### config.mk
export PLATFORM = sky130hd
export DESIGN_NAME = sprite_scan_arbiter
export DESIGN_NICKNAME = d
export VERILOG_FILES = /design/src/rtl/sprite_scan_arbiter_pkg.sv /design/src/rtl/sprite_hit_check.sv /design/src/rtl/sprite_scan_arbiter.sv
export SDC_FILE = /design/constraint.sdc
export NUM_CORES = 1
export LEC_CHECK = 0
export ABC_AREA = 0
export CORE_ASPECT_RATIO = 0.9
export CORE_UTILIZATION = 56
export CTS_CLUSTER_SIZE = 12
export DETAILED_ROUTE_END_ITERATION = 7
export HOLD_SLACK_MARGIN = 0.1
export PLACE_DENSITY_LB_ADDON = 0.05
export SLEW_MARGIN = 20
export SYNTH_ARGS = -nofsm -noshare
export SYNTH_HDL_FRONTEND = slang
export SYNTH_SLANG_ARGS = --single-unit
export TNS_END_PERCENT = 30
### constraint.sdc
create_clock -name clk -period 6.8 [get_ports clk]
set_input_delay 2.04 -clock clk [delete_from_list [all_inputs] [get_ports clk]]
set_output_delay 2.04 -clock clk [all_outputs]
set_load 0.05 [all_outputs]
### src/rtl/sprite_scan_arbiter_pkg.sv
// Shared definitions for the sprite scan arbiter: sprite word layout, defaults
// and the lookup FSM state encoding.
package sprite_scan_arbiter_pkg;

    localparam int EN_BIT  = 31;
    localparam int X_MSB   = 26;
    localparam int X_LSB   = 18;
    localparam int Y_MSB   = 17;
    localparam int Y_LSB   = 9;
    localparam int OFF_MSB = 8;
    localparam int OFF_LSB = 0;

    localparam logic [31:0] BG_CODE     = 32'h0000_0001;
    localparam int          SPRITE_SIZE = 20;

    typedef enum logic [1:0] {
        IDLE = 2'b00,
        SCAN = 2'b01,
        DONE = 2'b10
    } state_e;

endpackage

### src/rtl/sprite_hit_check.sv
// Combinational test of whether one sprite word covers a pixel coordinate.
// Shared between the lookup scan and the collision logic.
module sprite_hit_check #(
    parameter int SPRITE_SIZE = sprite_scan_arbiter_pkg::SPRITE_SIZE
) (
    input  logic [31:0] sprite_i,
    input  logic [17:0] coord_i,
    output logic        hit_o
);
    import sprite_scan_arbiter_pkg::*;

    logic [9:0] xLo;
    logic [9:0] yLo;
    logic [9:0] xHi;
    logic [9:0] yHi;
    logic [9:0] px;
    logic [9:0] py;
    logic       unusedBits;

    // Bounds are widened to 10 bits so an origin near 511 cannot wrap to 0.
    assign xLo = {1'b0, sprite_i[X_MSB:X_LSB]};
    assign yLo = {1'b0, sprite_i[Y_MSB:Y_LSB]};
    assign xHi = xLo + 10'(SPRITE_SIZE);
    assign yHi = yLo + 10'(SPRITE_SIZE);
    assign px  = {1'b0, coord_i[17:9]};
    assign py  = {1'b0, coord_i[8:0]};

    assign hit_o = sprite_i[EN_BIT]
                 && (px >= xLo) && (px < xHi)
                 && (py >= yLo) && (py < yHi);

    assign unusedBits = ^{sprite_i[30:27], sprite_i[OFF_MSB:OFF_LSB]};

endmodule

### src/rtl/sprite_scan_arbiter.sv
// Sprite register bank with a priority-ordered lookup scan; CPU writes are
// only serviced while the scan FSM is idle.
module sprite_scan_arbiter #(
    parameter int          NUM_SPRITES = 32,
    parameter int          SPRITE_SIZE = sprite_scan_arbiter_pkg::SPRITE_SIZE,
    parameter logic [31:0] BG_CODE     = sprite_scan_arbiter_pkg::BG_CODE
) (
    input  logic        clk,
    input  logic        reset,
    input  logic        wr_en,
    input  logic [4:0]  wr_addr,
    input  logic [31:0] wr_data,
    output logic        wr_ack,
    input  logic        lookup_req,
    input  logic [17:0] check_value,
    output logic        lookup_ready,
    output logic [31:0] data_reg,
    output logic        data_valid
);
    import sprite_scan_arbiter_pkg::*;

    localparam logic [4:0] LAST_IDX = 5'(NUM_SPRITES - 1);

    logic [31:0] bank_q [NUM_SPRITES];
    state_e      state_q, state_d;
    logic [4:0]  idx_q, idx_d;
    logic [17:0] coord_q, coord_d;
    logic [31:0] data_q, data_d;
    logic        valid_q, valid_d;
    logic        bankWrEn;
    logic [31:0] scanWord;
    logic        scanHit;

    assign lookup_ready = (state_q == IDLE);
    assign wr_ack       = wr_en && (state_q == IDLE);
    assign bankWrEn     = wr_ack && ({1'b0, wr_addr} < 6'(NUM_SPRITES));
    assign scanWord     = bank_q[idx_q];
    assign data_reg     = data_q;
    assign data_valid   = valid_q;

    // Out-of-range writes are still acked so the CPU never stalls on them.
    always_ff @(posedge clk) begin
        if (reset) begin
            for (int i = 0; i < NUM_SPRITES; i++) begin
                bank_q[i] <= '0;
            end
        end else if (bankWrEn) begin
            bank_q[wr_addr] <= wr_data;
        end
    end

    sprite_hit_check #(
        .SPRITE_SIZE(SPRITE_SIZE)
    ) u_hit (
        .sprite_i(scanWord),
        .coord_i (coord_q),
        .hit_o   (scanHit)
    );

    always_ff @(posedge clk) begin
        if (reset) begin
            state_q <= IDLE;
            idx_q   <= '0;
            coord_q <= '0;
            data_q  <= '0;
            valid_q <= 1'b0;
        end else begin
            state_q <= state_d;
            idx_q   <= idx_d;
            coord_q <= coord_d;
            data_q  <= data_d;
            valid_q <= valid_d;
        end
    end

    // One sprite per SCAN cycle, lowest index first, so the first hit wins.
    always_comb begin
        state_d = state_q;
        idx_d   = idx_q;
        coord_d = coord_q;
        data_d  = data_q;
        valid_d = 1'b0;
        case (state_q)
            IDLE: begin
                if (lookup_req) begin
                    coord_d = check_value;
                    idx_d   = '0;
                    state_d = SCAN;
                end
            end
            SCAN: begin
                if (scanHit) begin
                    data_d  = scanWord;
                    valid_d = 1'b1;
                    state_d = DONE;
                end else if (idx_q == LAST_IDX) begin
                    data_d  = BG_CODE;
                    valid_d = 1'b1;
                    state_d = DONE;
                end else begin
                    idx_d = idx_q + 5'd1;
                end
            end
            DONE: begin
                state_d = IDLE;
            end
            default: begin
                state_d = IDLE;
            end
        endcase
    end

endmodule

==> impl_summary.log <==
INFO  metric achievable-frequency = 172.9 MHz
INFO  metric hold_violations = 0
INFO  metric routedLengthMet1 = roughly 58 mm
INFO  metric min-delay-path-class = reg -> reg
INFO  metric core-area = about 0.088 sq mm
INFO  metric tightestPinTransition = 1237 ps
INFO  metric cp.required = 7370 ps
INFO  metric setup_viol = 0
INFO  metric cp.depth = 18
INFO  metric io_pins = 94
INFO  metric total_half_perimeter_wirelength_after_legalization_and_detailed_placement = 81.90 mm
INFO  metric logic_depth_of_the_worst_register_to_register_path = 18
INFO  metric post_syn_area = roughly 0.05 sq mm
INFO  metric ff2ff_setup_slack = 1020 ps
INFO  metric fin_worst_skew = 20.04 ps
INFO  metric vdd_drop_max = roughly 0.25 mV
INFO  metric period_share = 0.8506
INFO  metric wl_per_cell = 31.27 microns
INFO  metric vias = 28450
INFO  metric rsz0062_at_grt = false
INFO  metric synth_cells = around 3300
INFO  metric number_of_warnings_reported_in_the_yosys_synthesis_log = 0
INFO  metric mostFrequentLayoutCell = sky130_fd_sc_hd__and2_1
INFO  metric drcViolationCount = 0
INFO  metric area_delta_synth_final = 10.80%
INFO  metric layout.cells.most_common_list = sky130_fd_sc_hd__and2_1 (1026), sky130_fd_sc_hd__edfxtp_1 (1024), sky130_fd_sc_hd__mux4_2 (269)
INFO  metric firstDrtPassIters = 5
INFO  metric total_leakage_power = about 20 nW
INFO  metric netlist.top_cell.by_area = sky130_fd_sc_hd__edfxtp_1
INFO  metric setup.worst_path.start_class = register
INFO  metric synth_async_reset_ratio = 0
INFO  metric placement_rows = 103
INFO  metric dr.first_iter.drc_count = 3678
INFO  metric synthDistinctLibCells = 58
INFO  metric topRoutingLayerUsed = met5
INFO  metric grt_antenna_before_repair = 11
INFO  metric timing.final.max_slew_violations = 0
INFO  metric maxCapViolCount = 0
INFO  metric layout.nets = 3349
INFO  metric seq_area = 0.03203 sq mm
INFO  metric port-buffer-count = 93
INFO  metric critPathSlowestCell = sky130_fd_sc_hd__nor3_1
INFO  metric cts_post_setup_buffers_inserted = 0
INFO  metric hold_buffers = 0
INFO  metric global_route_wire_length_before_repair = 200.9 mm
INFO  metric pin_count_of_the_biggest_net_entering_global_routing = 79
INFO  metric cts_tree = built
INFO  metric dr_wl_met2 = 63.69 mm
INFO  metric critical_path.cell_chain = inv_2, nor3_1, a22oi_1, and4_1, inv_1, ha_1, inv_1, a21oi_1, nand2_1, xnor2_1, ha_1, nand2_1, a21oi_1, a221oi_1, a31oi_4, o311ai_2, a221oi_1, a211oi_1
INFO  metric clk-insertion-delay-late = roughly 690 ps
INFO  metric vias_per_cell = approximately 6.3
INFO  metric avgSynthCellArea = 15.36 sq um
INFO  metric timing.critical_path.buf_inv = 3
INFO  metric total_negative_slack = 0 ps
INFO  metric synth_enable_flop_cells = 1024
INFO  metric clock_sink_count = ~1100
INFO  metric post_synth_main_area_contributors = sky130_fd_sc_hd__edfxtp_1 (62%), sky130_fd_sc_hd__and2_1 (13%), sky130_fd_sc_hd__mux4_2 (12%), sky130_fd_sc_hd__dfxtp_1 (2.5%), sky130_fd_sc_hd__clkbuf_1 (1.7%)
INFO  metric max_stage_delay = about 1100 ps
INFO  metric report.power.total = 14.52 mW
INFO  metric footprint_of_the_multi_input_gates = between 0.015 and 0.02 sq mm
INFO  metric largest_register_ffs = 1024
INFO  metric die_x = 316.8 microns
INFO  metric cts_inserted_buffers = 111
INFO  metric synthFlopType = sky130_fd_sc_hd__edfxtp_1
INFO  metric filler_cell_count_in_the_final_layout = 6273
INFO  metric crit_arrival = 6360 ps
INFO  metric ctsLongestPathBuffers = 3
INFO  metric drt_wl_total = 140.5 mm
INFO  metric synth_top_area_frac = 0.6155
INFO  metric critPathMaxFanout = 26
INFO  metric synth.net_count = roughly 3300
INFO  metric powerDensity = 262.3 mW/mm^2
INFO  metric outcome = finished clean
INFO  metric layout-drive-gt1-share = 0.1869
INFO  metric path_delay_family = compound AO/OA/AOI/OAI gates
INFO  metric yosysSeqAreaShare = 0.6407
INFO  metric die_y = around 290 microns
INFO  metric path_class = reg -> reg
INFO  metric cts_resized = 0
INFO  metric initial_utilization = 0.5676
INFO  metric wl_met3 = 16.19 mm
INFO  metric grt_use_total = 0.3163
INFO  metric sum_of_overflow_across_all_layers_after_global_routing = 0
INFO  metric die_area = 0.09041 sq mm
INFO  metric worst_slew_margin_rel = 0.1692
INFO  metric htree_levels = 3
INFO  metric setup.worst_path.end_class = register
INFO  metric via_count_of_the_first_global_routing_pass = ~28000
INFO  metric finalWorstPathRequiredPeriod = 5784 ps
INFO  metric cell_chosen_for_the_clock_root = sky130_fd_sc_hd__clkbuf_16
INFO  metric clk_pin_slew = 60 ps
INFO  metric postRouteAntennaNets = 0
INFO  metric place.gp.congestion = 0.8517
INFO  metric synth_seq_cells = 1087
-- tightest hold or removal path: cells and delay by family (launching register included) --
family / cells / cell delay, ps
DFF: 1 / 320
and+or+nand+nor: 1 / 60
AOI/OAI and AO/OA: 1 / 60
-- per-layer routing --
metal  vias to the layer above  global-route usage
met3                       198             0.07927
met2                      1455              0.4743
met4                         2             0.06514
met5                         -                   0
met1                     14900              0.4721
li1                      11900                   -
-- cell type report --
| type | instances | share of cell area |
|---|---|---|
| antenna | 2 | 0.00009041 |
| clock buffer | 154 | 0.05420 |
| clock inverter | 43 | 0.005538 |
| inverter | 18 | 0.001221 |
| multi-input combinational | 1845 | 0.3017 |
| sequential | 1087 | 0.5786 |
| tap | 1155 | 0.02611 |
| timing repair buffer | 191 | 0.03259 |
-- report_power, final --
part	total (mW)	leakage, nW	internal [mW]	switching, mW
combinational	1.20	6.88	0.451	0.753
clock	5.70	1.61	3.20	2.50
sequential	7.61	11.2	7.52	0.0902
total	14.5	19.7	11.2	3.34
-- Yosys cell counts, types with 4 or more instances --
master	n
sky130_fd_sc_hd__mux2_2	17
sky130_fd_sc_hd__or2_2	33
sky130_fd_sc_hd__o2111ai_1	6
sky130_fd_sc_hd__buf_6	14
sky130_fd_sc_hd__buf_1	5
sky130_fd_sc_hd__mux4_2	269
sky130_fd_sc_hd__and3_1	5
sky130_fd_sc_hd__buf_4	13
sky130_fd_sc_hd__and4_1	8
sky130_fd_sc_hd__mux2_1	15
sky130_fd_sc_hd__xor2_1	4
sky130_fd_sc_hd__a21oi_1	33
sky130_fd_sc_hd__nor3_1	8
sky130_fd_sc_hd__o22ai_1	4
sky130_fd_sc_hd__a211oi_1	5
sky130_fd_sc_hd__inv_1	17
sky130_fd_sc_hd__clkbuf_1	231
sky130_fd_sc_hd__edfxtp_1	1024
sky130_fd_sc_hd__and2_1	1026
sky130_fd_sc_hd__o21ai_0	12
sky130_fd_sc_hd__nor2_1	79
sky130_fd_sc_hd__buf_2	34
sky130_fd_sc_hd__mux4_1	11
sky130_fd_sc_hd__nand3_1	10
sky130_fd_sc_hd__mux2i_1	49
sky130_fd_sc_hd__nor2b_1	9
sky130_fd_sc_hd__xnor2_1	6
sky130_fd_sc_hd__a221oi_1	6
sky130_fd_sc_hd__ha_1	36
sky130_fd_sc_hd__nand2b_1	10
sky130_fd_sc_hd__a22oi_1	35
sky130_fd_sc_hd__dfxtp_1	63
sky130_fd_sc_hd__nor3b_1	6
sky130_fd_sc_hd__nand2_1	105
-- kinds of logic after synthesis --
family,synth area share
adder cells (fa/ha/maj),0.009016
buffers and inverters,0.02940
AND/OR/NAND/NOR,0.1552
flip-flops,0.6407
multiplexers,0.1450
XOR/XNOR,0.001753
AO/OA/AOI/OAI,0.01891
-- how the worst min path moves through the flow --
stage | depth (start not counted) | from | end | slack [ps]
2_1_floorplan | 2 | coord_q[0] | coord_q[0] | 440
3_3_place_gp | 2 | coord_q[9] | coord_q[9] | 450
3_5_place_dp | 2 | coord_q[1] | coord_q[1] | 470
4_1_cts | 2 | coord_q[1] | coord_q[1] | 480
5_1_grt | 2 | coord_q[1] | coord_q[1] | 500
6_report | 2 | coord_q[1] | coord_q[1] | 480
-- per-stage QoR --
| step | hold slack [ps] | std cells | area, sq um | setup slack [ps] | utilization |
|---|---|---|---|---|---|
| after floorplan | 436.3 | 3252 | 49960 | 1786 | - |
| after global placement | 452.5 | 4296 | 52120 | 1298 | 0.5921 |
| after detailed placement | 465.2 | 4296 | 52120 | 1034 | 0.5922 |
| after CTS | 480.6 | 4493 | 55430 | 1032 | 0.6297 |
| after global routing | 498.2 | 4493 | 55350 | 745.5 | 0.6288 |
| final | 480.2 | 4495 | 55350 | 1016 | 0.6289 |
Note: power is estimated with default switching activity, not from simulation.
